===== config.mk =====
export PLATFORM = sky130hd
export DESIGN_NAME = lsu_mem_access
export DESIGN_NICKNAME = d
export VERILOG_FILES = /design/src/rtl/lsu_mem_access_pkg.sv /design/src/rtl/lsu_mem_access_load_align.sv /design/src/rtl/lsu_mem_access.sv
export SDC_FILE = /design/constraint.sdc
export NUM_CORES = 1
export LEC_CHECK = 0
export CAP_MARGIN = 20
export CORE_ASPECT_RATIO = 1.1
export CORE_MARGIN = 5
export CORE_UTILIZATION = 35
export CTS_CLUSTER_DIAMETER = 80
export DETAILED_ROUTE_END_ITERATION = 6
export GPL_ROUTABILITY_DRIVEN = 1
export PLACE_DENSITY = 0.65
export SYNTH_ARGS = -nofsm -noshare
export SYNTH_HDL_FRONTEND = slang
export SYNTH_SLANG_ARGS = --single-unit

===== constraint.sdc =====
create_clock -name clk -period 1.9 [get_ports clk]
set_input_delay 0.38 -clock clk [delete_from_list [all_inputs] [get_ports clk]]
set_output_delay 0.38 -clock clk [all_outputs]
set_load 0.02 [all_outputs]

===== src/rtl/lsu_mem_access_pkg.sv =====
// rtl/lsu_mem_access_pkg.sv - shared encodings and store formatting helpers for the LSU
package lsu_mem_access_pkg;

  typedef enum logic [1:0] {
    ST_IDLE = 2'd0,
    ST_REQ  = 2'd1,
    ST_DONE = 2'd2
  } state_t;

  localparam logic [2:0] F3_B  = 3'b000;
  localparam logic [2:0] F3_H  = 3'b001;
  localparam logic [2:0] F3_W  = 3'b010;
  localparam logic [2:0] F3_BU = 3'b100;
  localparam logic [2:0] F3_HU = 3'b101;

  // Unsigned variants exist only for loads; alignment is checked per access size.
  function automatic logic is_legal(input logic is_store, input logic [2:0] f3,
                                    input logic [1:0] off);
    logic ok;
    ok = 1'b0;
    case (f3)
      F3_B:    ok = 1'b1;
      F3_H:    ok = ~off[0];
      F3_W:    ok = (off == 2'b00);
      F3_BU:   ok = ~is_store;
      F3_HU:   ok = ~is_store & ~off[0];
      default: ok = 1'b0;
    endcase
    return ok;
  endfunction

  function automatic logic [3:0] store_be(input logic [2:0] f3, input logic [1:0] off);
    logic [3:0] be;
    case (f3)
      F3_B:    be = 4'b0001 << off;
      F3_H:    be = off[1] ? 4'b1100 : 4'b0011;
      default: be = 4'b1111;
    endcase
    return be;
  endfunction

  function automatic logic [31:0] store_data(input logic [2:0] f3, input logic [31:0] wd);
    logic [31:0] d;
    case (f3)
      F3_B:    d = {4{wd[7:0]}};
      F3_H:    d = {2{wd[15:0]}};
      default: d = wd;
    endcase
    return d;
  endfunction

endpackage


===== src/rtl/lsu_mem_access_load_align.sv =====
// rtl/lsu_mem_access_load_align.sv - picks the load lane from a word and sign/zero-extends it
module lsu_load_align
  import lsu_mem_access_pkg::*;
(
  input  logic [31:0] i_word,
  input  logic [1:0]  i_off,
  input  logic [2:0]  i_funct3,
  output logic [31:0] o_data
);

  logic [7:0]  w_byte;
  logic [15:0] w_half;

  always_comb begin
    w_byte = 8'h00;
    case (i_off)
      2'd0: w_byte = i_word[7:0];
      2'd1: w_byte = i_word[15:8];
      2'd2: w_byte = i_word[23:16];
      2'd3: w_byte = i_word[31:24];
      default: w_byte = 8'h00;
    endcase
    w_half = i_off[1] ? i_word[31:16] : i_word[15:0];
    case (i_funct3)
      F3_B:    o_data = {{24{w_byte[7]}}, w_byte};
      F3_H:    o_data = {{16{w_half[15]}}, w_half};
      F3_W:    o_data = i_word;
      F3_BU:   o_data = {24'h0, w_byte};
      F3_HU:   o_data = {16'h0, w_half};
      default: o_data = 32'h0;
    endcase
  end

endmodule


===== src/rtl/lsu_mem_access.sv =====
// rtl/lsu_mem_access.sv - RV32I load/store unit driving a single-outstanding req/ack memory port
module lsu_mem_access
  import lsu_mem_access_pkg::*;
#(
  parameter int BITS             = 32,
  parameter int unsigned TIMEOUT = 255
) (
  input  logic            clk,
  input  logic            rst_n,
  input  logic            MemRead,
  input  logic            MemWrite,
  input  logic [2:0]      Funct3,
  input  logic [BITS-1:0] addr,
  input  logic [BITS-1:0] wdata,
  output logic [BITS-1:0] rdata,
  output logic            stall,
  output logic            err,
  output logic            mem_req,
  output logic            mem_we,
  output logic [BITS-3:0] mem_addr,
  output logic [3:0]      mem_be,
  output logic [BITS-1:0] mem_wdata,
  input  logic            mem_ack,
  input  logic [BITS-1:0] mem_rdata
);

  state_t          r_state;
  logic [7:0]      r_cnt;
  logic [1:0]      r_off;
  logic [2:0]      r_f3;
  logic [BITS-1:0] r_rdata;
  logic            r_err;
  logic            r_mem_req;
  logic            r_mem_we;
  logic [BITS-3:0] r_mem_addr;
  logic [3:0]      r_mem_be;
  logic [BITS-1:0] r_mem_wdata;

  logic            w_access;
  logic            w_store;
  logic            w_legal;
  logic [BITS-1:0] w_load;

  assign w_access = MemRead | MemWrite;
  assign w_store  = MemWrite;
  assign w_legal  = is_legal(w_store, Funct3, addr[1:0]);

  lsu_load_align u_align (
    .i_word   (mem_rdata),
    .i_off    (r_off),
    .i_funct3 (r_f3),
    .o_data   (w_load)
  );

  // Inputs are only examined in IDLE, so DONE releases the pipeline without re-triggering.
  always_ff @(posedge clk or negedge rst_n) begin
    if (!rst_n) begin
      r_state     <= ST_IDLE;
      r_cnt       <= 8'd0;
      r_off       <= 2'd0;
      r_f3        <= 3'd0;
      r_rdata     <= '0;
      r_err       <= 1'b0;
      r_mem_req   <= 1'b0;
      r_mem_we    <= 1'b0;
      r_mem_addr  <= '0;
      r_mem_be    <= 4'd0;
      r_mem_wdata <= '0;
    end else begin
      r_err <= 1'b0;
      case (r_state)
        ST_IDLE: begin
          if (w_access) begin
            if (w_legal) begin
              r_mem_req   <= 1'b1;
              r_mem_we    <= w_store;
              r_mem_addr  <= addr[BITS-1:2];
              r_mem_be    <= w_store ? store_be(Funct3, addr[1:0]) : 4'b1111;
              r_mem_wdata <= w_store ? store_data(Funct3, wdata) : '0;
              r_off       <= addr[1:0];
              r_f3        <= Funct3;
              r_cnt       <= 8'd0;
              r_state     <= ST_REQ;
            end else begin
              r_err   <= 1'b1;
              r_rdata <= '0;
            end
          end
        end
        ST_REQ: begin
          if (mem_ack) begin
            r_mem_req <= 1'b0;
            r_rdata   <= r_mem_we ? '0 : w_load;
            r_state   <= ST_DONE;
          end else if (r_cnt == 8'(TIMEOUT - 1)) begin
            r_mem_req <= 1'b0;
            r_err     <= 1'b1;
            r_rdata   <= '0;
            r_state   <= ST_DONE;
          end else begin
            r_cnt <= r_cnt + 8'd1;
          end
        end
        ST_DONE: r_state <= ST_IDLE;
        default: r_state <= ST_IDLE;
      endcase
    end
  end

  assign stall     = (r_state == ST_REQ) || ((r_state == ST_IDLE) && w_access && w_legal);
  assign rdata     = r_rdata;
  assign err       = r_err;
  assign mem_req   = r_mem_req;
  assign mem_we    = r_mem_we;
  assign mem_addr  = r_mem_addr;
  assign mem_be    = r_mem_be;
  assign mem_wdata = r_mem_wdata;

endmodule


==> results.sh <==
export IMPL_status="finished, final reports clean"
export IMPL_worst_r2r_startpoint="r_cnt[0]"
export IMPL_crit_buf_inv=1
export IMPL_maxCapViolations=0
export IMPL_finalSetupViolCount=0
export IMPL_hpwl_um=12800
export IMPL_ctsRootBufferMaster="clkbuf_16"
export IMPL_first_pass_iters=6
export IMPL_fillCellCount=1385
export IMPL_wire_per_inst_um=17.4
export IMPL_worst_pin_slew_ns=0.774
export IMPL_portBuffers=205
export IMPL_clock_skew_ns=0.00654
export IMPL_hold_viol=0
export IMPL_drive_gt1_share_pct=13.5
export IMPL_die_h_um=142
export IMPL_cts_tree="done"
export IMPL_final_min_clock_period_ns=1.82
export IMPL_path_clk_slew_ns=0.05
export IMPL_cts_buffers=17
export IMPL_io_pins=206
export IMPL_drt_iter0_drc=290
export IMPL_antenna_found_initial=2
export IMPL_cts_buffer_depth=2
export IMPL_holdPathEnd="mem_addr[17]"
export IMPL_antenna_cells=0
export IMPL_core_um2=15700
export IMPL_multiInputGateArea_um2=2420
export IMPL_ys_seq_area_share_pct=52.2
export IMPL_r2r_end="rdata[7]"
export IMPL_grt_ovfl_total=0
export IMPL_leakagePower_nw=4.00
export IMPL_holdCritStartpoint="mem_addr[17]"
export IMPL_power_density_nw_per_um2=1240
export IMPL_dieArea_um2=18500
export IMPL_grt_pass1_wl_um=27100
export IMPL_synth_area_leaders="dfrtp_1 52%, nand2_1 9.0%, mux2i_1 5.4%"
export IMPL_cpPeakStageDelay_ns=0.67
export IMPL_cp_top_family="buffers and inverters"
export IMPL_ys_ff_latch=116
export IMPL_fmaxAchievable_ghz=0.549
export IMPL_arrival_ns=1.44
export IMPL_synth_most_common_cell="nand2_1"
export IMPL_cts_htree_levels=4
export IMPL_grtUsageTotal_pct=18.7
export IMPL_grt_pass1_vias=5259
export IMPL_die_w_um=130
export IMPL_r2r_cells=7
export IMPL_rsz0062_at_grt="false"
export IMPL_routed_via_density=5.14
export IMPL_drcViolationCount=0
export IMPL_drv_slew=0
export IMPL_area_growth_pct=55.7
export IMPL_synthesis_nets=648
export IMPL_worstPathMaxFanout=2
export IMPL_final_antenna_net_count=0
export IMPL_start_util_pct=35.5
export IMPL_async_flop_share_pct=100
export IMPL_ys_warn_count=0
export IMPL_crit_required_ns=1.52
export IMPL_fin_crit_sh_pct=95.8
export IMPL_fin_util_pct=55.2
export IMPL_cts_sinks=116
export IMPL_synth_area_leader_cell="dfrtp_1"
export IMPL_irDropWorstVdd_v=0.000646
export IMPL_synth_commonest_cells="133 x nand2_1, 116 x dfrtp_1, 30 x mux2i_1"
export IMPL_crit_slowest_cell="clkdlybuf4s50_1"
export IMPL_place_congestion=0.793
export IMPL_yosysTopAreaCellShare_pct=52.2
export IMPL_hp_class="reg -> reg"
export IMPL_clk_latency_ns=0.41
export IMPL_avgSynthCellArea_um2=10.3
export IMPL_synth_edf_count=0
export IMPL_synth_cells=542
export IMPL_final_area_um2=8650
export IMPL_r2r_slack_ns=0.14
export IMPL_min_path_cells=2
export IMPL_grt_max_degree=74
export IMPL_synth_cell_type_count=50
export IMPL_wl_um=17200
export IMPL_critPathLaunchType="flip-flop"
export IMPL_path_cells="clkdlybuf4s50_1"
export IMPL_worstSetupStartpoint="mem_wdata[8]"
export IMPL_setup_tns_ns=0
export IMPL_synth_flop_cell="dfrtp_1"
export IMPL_place_inst=953
export IMPL_placed_area_um2=8080
export IMPL_end_kind="output port"
export IMPL_fin_cells=986
export IMPL_fp_row_count=48
export IMPL_slew_headroom_pct=48.4
export IMPL_syn_area_um2=5560
export IMPL_fin_nets=880
export IMPL_regArea_um2=2900
export IMPL_vias=5069
export IMPL_path_class="reg -> out"
export IMPL_timing_hold_ws_ns=0.475
-- state kept, by name, summed over array words and instances, names as in the netlist --
signal,count
err,1
mem_addr,30
mem_be,4
mem_req,1
mem_wdata,32
mem_we,1
r_cnt,8
r_f3,3
r_off,2
r_state,2
rdata,32
-- layer usage --
layer	global-route usage [%]	up-vias	routed length [um]
li1	-	2386	-
met1	23.0	2453	7050
met2	29.7	194	8020
met3	7.77	32	1800
met4	6.78	4	266
met5	0	-	27
-- worst max path at each step --
stage,to,slack (ns),cells past startpoint
6_report,mem_wdata[8],0.08,1
3_3_place_gp,stall,-0.61,5
5_1_grt,r_cnt[1],0.02,6
3_5_place_dp,stall,-0.63,5
4_1_cts,mem_wdata[8],0.07,1
2_1_floorplan,stall,0.27,4
-- layout by cell type, fill, tap and decap left out, types with 2 or more instances in the layout --
cell             count
mux2i_1             30
o22a_1               2
or3_1                3
o21bai_1             3
a221oi_1             7
dfrtp_1            116
or2_2               16
dlygate4sd2_1        6
nor2b_1              2
nand4_1              3
clkdlybuf4s50_1    197
o21ai_1              2
a21o_1              18
a2bb2oi_1            6
a22o_1              26
nor3b_2              2
a21oi_1             14
buf_4               36
buf_12               8
ha_1                 2
and3_1               2
nand3_1              2
a221o_1              8
o21ai_0             17
inv_1               11
nor2_1              21
nand2b_1             3
clkinvlp_4           4
o2bb2ai_1           14
clkinv_2             3
nand2_1            133
clkbuf_16           17
clkbuf_8             5
xor2_1               3
a31oi_1             18
o211ai_1             4
-- through the flow --
step                      worst slack [ns]  total power [mW]
after floorplan                      0.275              5.65
after global placement              -0.613              7.62
after detailed placement            -0.634              7.71
after CTS                           0.0678              10.8
after global routing                0.0201              11.3
final                               0.0801              10.7
-- final cells by class --
cell class / count / share of cell area (%)
Clock inverter: 8 / 0.868
Timing Repair Buffer: 249 / 28.5
Clock buffer: 23 / 5.75
Multi-Input combinational cell: 379 / 27.9
Sequential cell: 116 / 33.5
Tap cell: 200 / 2.89
Inverter: 11 / 0.477
-- power by group --
group / internal, mW / switching [mW] / leakage, nW
sequential: 3.10 / 0.446 / 1.50
combinational: 2.01 / 2.10 / 2.23
clock: 1.95 / 1.08 / 0.273
total: 7.06 / 3.62 / 4.00
-- repair_timing --
item | 4_1_cts | 5_1_grt
endpoints found under the hold margin | 33 | 0
gates resized for setup | 10 | 0
hold buffers | 1 | 0
setup buffers | 1 | 0
endpoints found under the setup margin | 3 | 0
-- cell families after synthesis --
group                      after synthesis  synth area share, %
DFF                                    116                 52.2
and+or+nand+nor                        196                 16.2
AOI/OAI and AO/OA                      146                 20.1
xor gates and xnor gates                 3                0.473
adders and majority gates                2                0.450
muxes                                   32                 6.01
buffers and inverters                   47                 4.55
Note: power is estimated with default switching activity, not from simulation.
